## src/rtl/fft_frame_rx.sv

```systemverilog
// ---------------------------------------------------------------------------
// fft_frame_rx : Avalon-ST receive framer; per-frame length, peak bin, errors
// Revision 1.0
// ---------------------------------------------------------------------------
`default_nettype none

module fft_frame_rx #(
  parameter int FRAME_LEN = 50000,
  parameter int DATA_W    = 16,
  parameter int CNT_W     = 23
) (
  input  logic              clk,
  input  logic              rst,
  input  logic              rx_enable,
  input  logic              err_clr,
  input  logic              src_valid,
  input  logic              src_sop,
  input  logic              src_eop,
  input  logic [DATA_W-1:0] src_real,
  input  logic [DATA_W-1:0] src_imag,
  output logic              src_ready,
  output logic              frame_done,
  output logic [CNT_W-1:0]  frame_len,
  output logic [CNT_W-1:0]  peak_idx,
  output logic [DATA_W:0]   peak_mag,
  output logic              err_sop,
  output logic              err_len
);

  typedef enum logic [0:0] {
    ST_IDLE  = 1'b0,
    ST_FRAME = 1'b1
  } state_t;

  localparam logic [CNT_W-1:0] C_FRAME_LEN = CNT_W'(FRAME_LEN);

  state_t            state_q, state_d;
  logic [CNT_W-1:0]  cnt_q, cnt_d;
  logic [CNT_W-1:0]  pk_idx_q, pk_idx_d;
  logic [DATA_W:0]   pk_mag_q, pk_mag_d;
  logic              src_ready_q, src_ready_d;
  logic              frame_done_q, frame_done_d;
  logic [CNT_W-1:0]  frame_len_q, frame_len_d;
  logic [CNT_W-1:0]  peak_idx_q, peak_idx_d;
  logic [DATA_W:0]   peak_mag_q, peak_mag_d;
  logic              err_sop_q, err_sop_d;
  logic              err_len_q, err_len_d;

  logic              accept;
  logic [DATA_W:0]   re_ext, im_ext, abs_re, abs_im, mag;
  logic [CNT_W-1:0]  cnt_inc;
  logic              mag_gt;

  // One extra bit keeps abs(-2^(DATA_W-1)) representable
  assign re_ext  = {src_real[DATA_W-1], src_real};
  assign im_ext  = {src_imag[DATA_W-1], src_imag};
  assign abs_re  = re_ext[DATA_W] ? (~re_ext + 1'b1) : re_ext;
  assign abs_im  = im_ext[DATA_W] ? (~im_ext + 1'b1) : im_ext;
  assign mag     = abs_re + abs_im;

  assign accept  = src_valid & src_ready_q;
  assign cnt_inc = (cnt_q == {CNT_W{1'b1}}) ? cnt_q : cnt_q + 1'b1;
  assign mag_gt  = mag > pk_mag_q;

  always_comb begin
    state_d      = state_q;
    cnt_d        = cnt_q;
    pk_idx_d     = pk_idx_q;
    pk_mag_d     = pk_mag_q;
    src_ready_d  = rx_enable;
    frame_done_d = 1'b0;
    frame_len_d  = frame_len_q;
    peak_idx_d   = peak_idx_q;
    peak_mag_d   = peak_mag_q;
    err_sop_d    = err_clr ? 1'b0 : err_sop_q;
    err_len_d    = err_clr ? 1'b0 : err_len_q;

    if (accept) begin
      if (src_sop) begin
        // A sop always (re)starts a frame; inside a frame it also flags an error
        if (state_q == ST_FRAME) err_sop_d = 1'b1;
        cnt_d    = {{(CNT_W-1){1'b0}}, 1'b1};
        pk_idx_d = '0;
        pk_mag_d = mag;
        state_d  = src_eop ? ST_IDLE : ST_FRAME;
      end else if (state_q == ST_IDLE) begin
        err_sop_d = 1'b1;
      end else begin
        if (mag_gt) begin
          pk_mag_d = mag;
          pk_idx_d = cnt_q;
        end
        cnt_d = cnt_inc;
        if (src_eop) state_d = ST_IDLE;
      end

      if (src_eop && (src_sop || state_q == ST_FRAME)) begin
        frame_done_d = 1'b1;
        frame_len_d  = cnt_d;
        peak_idx_d   = pk_idx_d;
        peak_mag_d   = pk_mag_d;
        if (cnt_d != C_FRAME_LEN) err_len_d = 1'b1;
      end
    end
  end

  always_ff @(posedge clk or posedge rst) begin
    if (rst) begin
      state_q      <= ST_IDLE;
      cnt_q        <= '0;
      pk_idx_q     <= '0;
      pk_mag_q     <= '0;
      src_ready_q  <= 1'b0;
      frame_done_q <= 1'b0;
      frame_len_q  <= '0;
      peak_idx_q   <= '0;
      peak_mag_q   <= '0;
      err_sop_q    <= 1'b0;
      err_len_q    <= 1'b0;
    end else begin
      state_q      <= state_d;
      cnt_q        <= cnt_d;
      pk_idx_q     <= pk_idx_d;
      pk_mag_q     <= pk_mag_d;
      src_ready_q  <= src_ready_d;
      frame_done_q <= frame_done_d;
      frame_len_q  <= frame_len_d;
      peak_idx_q   <= peak_idx_d;
      peak_mag_q   <= peak_mag_d;
      err_sop_q    <= err_sop_d;
      err_len_q    <= err_len_d;
    end
  end

  assign src_ready  = src_ready_q;
  assign frame_done = frame_done_q;
  assign frame_len  = frame_len_q;
  assign peak_idx   = peak_idx_q;
  assign peak_mag   = peak_mag_q;
  assign err_sop    = err_sop_q;
  assign err_len    = err_len_q;

endmodule

`default_nettype wire

```

## config.mk

```make
export PLATFORM = sky130hd
export DESIGN_NAME = fft_frame_rx
export DESIGN_NICKNAME = d
export VERILOG_FILES = /design/src/rtl/fft_frame_rx.sv
export SDC_FILE = /design/constraint.sdc
export NUM_CORES = 1
export LEC_CHECK = 0
export CORE_UTILIZATION = 45
export CTS_BUF_LIST = sky130_fd_sc_hd__clkbuf_16
export DETAILED_ROUTE_END_ITERATION = 10
export PLACE_DENSITY = 0.66
export SETUP_SLACK_MARGIN = 0.05
export SLEW_MARGIN = 20
export SYNTH_ARGS = -nofsm -noshare
export SYNTH_HDL_FRONTEND = slang
export SYNTH_SLANG_ARGS = --single-unit
export TNS_END_PERCENT = 1
```

## constraint.sdc

```tcl
create_clock -name clk -period 6 [get_ports clk]
set_clock_uncertainty 0.05 [all_clocks]
set_input_delay 1.2 -clock clk [delete_from_list [all_inputs] [get_ports clk]]
set_output_delay 1.2 -clock clk [all_outputs]
set_load 0.005 [all_outputs]
```

==> results_dict.tcl <==
set metrics [dict create \
    outcome "completed" \
    ys_seq_area_frac 0.415 \
    cts_tree "built" \
    reg2reg_from "state_q" \
    crit_type "primary input to flop" \
    synth_mux_area_frac 0.0749 \
    yosysUniqueCellTypes 71 \
    routedLengthMet1_um 8990 \
    initial_utilization 0.458 \
    antenna_cells 0 \
    finalNetCount 1054 \
    avgSynthCellArea_um2 9.60 \
    p_clk_frac 0.273 \
    synthFlopType "dfrtp_1" \
    antenna_found_initial 0 \
    fmax_mhz 172 \
    powerDensity_nw_per_um2 318 \
    setup_slack_ns 0.190 \
    drt_iter0_drc 468 \
    crit_slowest_cell "or4_4" \
    critPathBufInv 4 \
    crit_fanout 19 \
    synthAdderAreaFrac 0.0596 \
    yosys.area.top_type "dfrtp_1" \
    synth_compound_area_frac 0.198 \
    cts_buffer_depth 2 \
    crit_required_ns 6.25 \
    grt_util_all_layers 0.230 \
    first_pass_iters 7 \
    grt_pass1_vias 6551 \
    netlist.area_leader.share 0.415 \
    cts_num_sinks 131 \
    totalWireLength_um 19900 \
    min_period_over_period 0.968 \
    synthXorXnorAreaFrac 0.0610 \
    wl_met3_um 784 \
    comb_power_share 0.388 \
    hold_slack_ns 0.424 \
    io_pins 106 \
    switching_share 0.320 \
    worstSkewPairLatency_ns 0.42 \
    crit_arrival_ns 6.06 \
    netlist_area_um2 7900 \
    detail-route-antenna-nets 0 \
    crit_chain "dlymetal6s2s_1 > or4_4 > or3_4 > or3_4 > buf_4 > o41ai_4 > xnor2_1 > ha_1 > nor2b_1 > o21ai_1 > nand2b_1 > a31oi_4 > xnor2_2 > ha_1 > nand4_1 > a211o_1 > a31oi_4 > nand2_4 > buf_12 > buf_12 > a22o_1" \
    hold_viol 0 \
    grt_max_degree 94 \
    grt_pass1_wl_um 32800 \
    viasPerCell 5.49 \
    period_minus_slack_ns 5.81 \
    synth_top_family_by_area "compound AO/OA/AOI/OAI gates" \
    leakage_nw 4.72 \
    placementRows 48 \
    port-buffer-count 105 \
    hold_path.class "flop to flop" \
    vdd_drop_max_uv 258 \
    cp-start-kind "primary input" \
    worstMarginPinSlew_ns 0.953 \
    reg2reg_depth 7 \
    ys_ff_latch 131 \
    slew_headroom 0.365 \
    synth-edff-count 0 \
    fp.dieH_um 134 \
    top_layer "met4" \
    die_area_um2 18100 \
    hold_depth 2 \
    cp-end-kind "flop" \
    core_um2 17200 \
    die_w_um 134 \
    setup-tns-final_ns 0 \
    drv_slew 0 \
    cap_violations 0 \
    yosysMostFrequentCell "dfrtp_1" \
    setup_viol 0 \
    seq_power_share 0.339 \
    critical_path.max_stage_delay_ns 0.53 \
    place_ws_ns -0.494 \
    yosys_warnings 0 \
    gp_congestion 0.892 \
    synth-async-reset-ratio 1.00 \
    p_int_w 0.00225 \
    whs_endpoint "peak_idx[4]" \
    wl_met2_um 9850 \
    cts.htree.levels 4 \
    wl_per_cell_um 16.4 \
    clkTransAtPathRegs_ns 0.05 \
    cts_root_buf "clkbuf_16" \
    netlist_instances 823 \
    synth_top_cells_by_area "dfrtp_1 (42%), o21ai_0 (6.5%), ha_1 (5.7%), mux2i_1 (5.1%), xnor2_1 (4.8%)" \
    fillCellCount 1507 \
    rrSetupSlack_ns 2.70 \
    rr_endpoint "err_len" \
    syn_nets 899 \
    drc 0 \
    cts_buffers 17 \
    drive_gt1_frac 0.172 \
    postLayoutCoreUtil 0.604 \
    min_from "peak_idx[4]" \
    dp_hpwl_um 14500 \
    power.switching_w 0.00106 \
    overflow 0 \
    vias 6667 \
    cp_top_family "simple AND/OR/NAND/NOR gates" \
    syn_to_final_growth_pct 31.9 \
    synthTopCellsByCount "dfrtp_1 (131), o21ai_0 (102), nand2_1 (96)" \
    rsz0062_at_grt "no" \
    synthSimpleGateAreaFrac 0.146 \
]
## layout by cell type (no fill, tap or decap), drive strengths merged, types with 9 or more instances in the layout
cell           Yosys  layout
o31ai             17      17
mux2              17      17
clkdlybuf4s50      0      97
ha                36      36
a21o               9       9
nand4             12      12
xor2              12      12
inv               32      39
nor2              25      25
buf               23      80
a21oi             35      35
dfrtp            131     131
nor3              10      10
clkbuf            27      18
xnor2             43      43
a22o              27      27
mux2i             40      40
nand2             97      97
or3                9       9
o21ai            105     105
and3              10      10
## layout make-up
class                           count  area, um2  share of cell area
Clock buffer                       17        425              0.0408
Tap cell                          225        282              0.0270
Multi-Input combinational cell    609       4420               0.424
Clock inverter                     14       86.3             0.00829
Timing Repair Buffer              186       1800               0.173
Sequential cell                   131       3280               0.315
Inverter                           33        126              0.0121
## power groups by stage
stage                     Sequential, W  Clock (W)  Combinational [W]
after global routing            0.00114   0.000955            0.00142
final                           0.00112   0.000905            0.00129
after CTS                       0.00112   0.000922            0.00123
after global placement          0.00113          0            0.00119
after detailed placement        0.00113          0            0.00120
after floorplan                 0.00110          0           0.000709
## metrics by stage
stage / instance area, um2 / cells / total power [W]
after floorplan: 7900 / 823 / 0.00181
after global placement: 9640 / 1175 / 0.00232
after detailed placement: 9640 / 1175 / 0.00234
after CTS: 10200 / 1207 / 0.00327
after global routing: 10400 / 1215 / 0.00352
final: 10400 / 1215 / 0.00331
## metal layers
layer	vias to the layer above	global-route usage
met1	3186	0.306
li1	3295	-
met3	25	0.0405
met2	161	0.383
met4	0	0.0687
met5	-	0
## worst register-to-register path: stages, from the launching register on
cell and delay [ns]:
dfrtp_1 0.78, nand3_1 0.23, or2_1 0.32, a2111oi_0 0.52, mux2i_1 0.51, nand4b_1 0.18
nor4_2 0.41, a32oi_1 0.15
## cells by family (layout without fill, tap and decap cells)
group	count (synthesis)	after routing
AOI/OAI and AO/OA	241	241
and+or+nand+nor	219	219
DFF	131	131
buffers and inverters	83	250
muxes	57	57
xor gates and xnor gates	55	55
adders and majority gates	37	37
## state kept, by name, indices dropped and copies added (netlist names)
| name | count |
|---|---|
| cnt_q | 23 |
| frame_len | 23 |
| peak_idx | 23 |
| pk_idx_q | 23 |
| peak_mag | 17 |
| pk_mag_q | 17 |
| err_len | 1 |
| err_sop | 1 |
| frame_done | 1 |
| src_ready | 1 |
| state_q | 1 |
## worst max-delay path by stage
stage              endpoint  cells after the start  slack (ns)         from
2_1_floorplan   pk_mag_q[0]                     19        0.13  src_real[6]
3_3_place_gp   pk_idx_q[13]                     22       -0.36  src_real[6]
3_5_place_dp   peak_idx[12]                     21       -0.49  src_imag[4]
4_1_cts        peak_idx[12]                     21        0.05  src_real[6]
5_1_grt        pk_idx_q[18]                     20        0.04  src_real[6]
6_report       pk_idx_q[10]                     21        0.19  src_real[6]
## repair_timing
action	CTS	global route
hold buffers	0	0
pin swaps	2	21
resized for setup	4	41
gates cloned	0	1
endpoints found under the setup margin	72	80
buffers inserted	1	7
No activity file was read; power rests on OpenSTA's default activity.
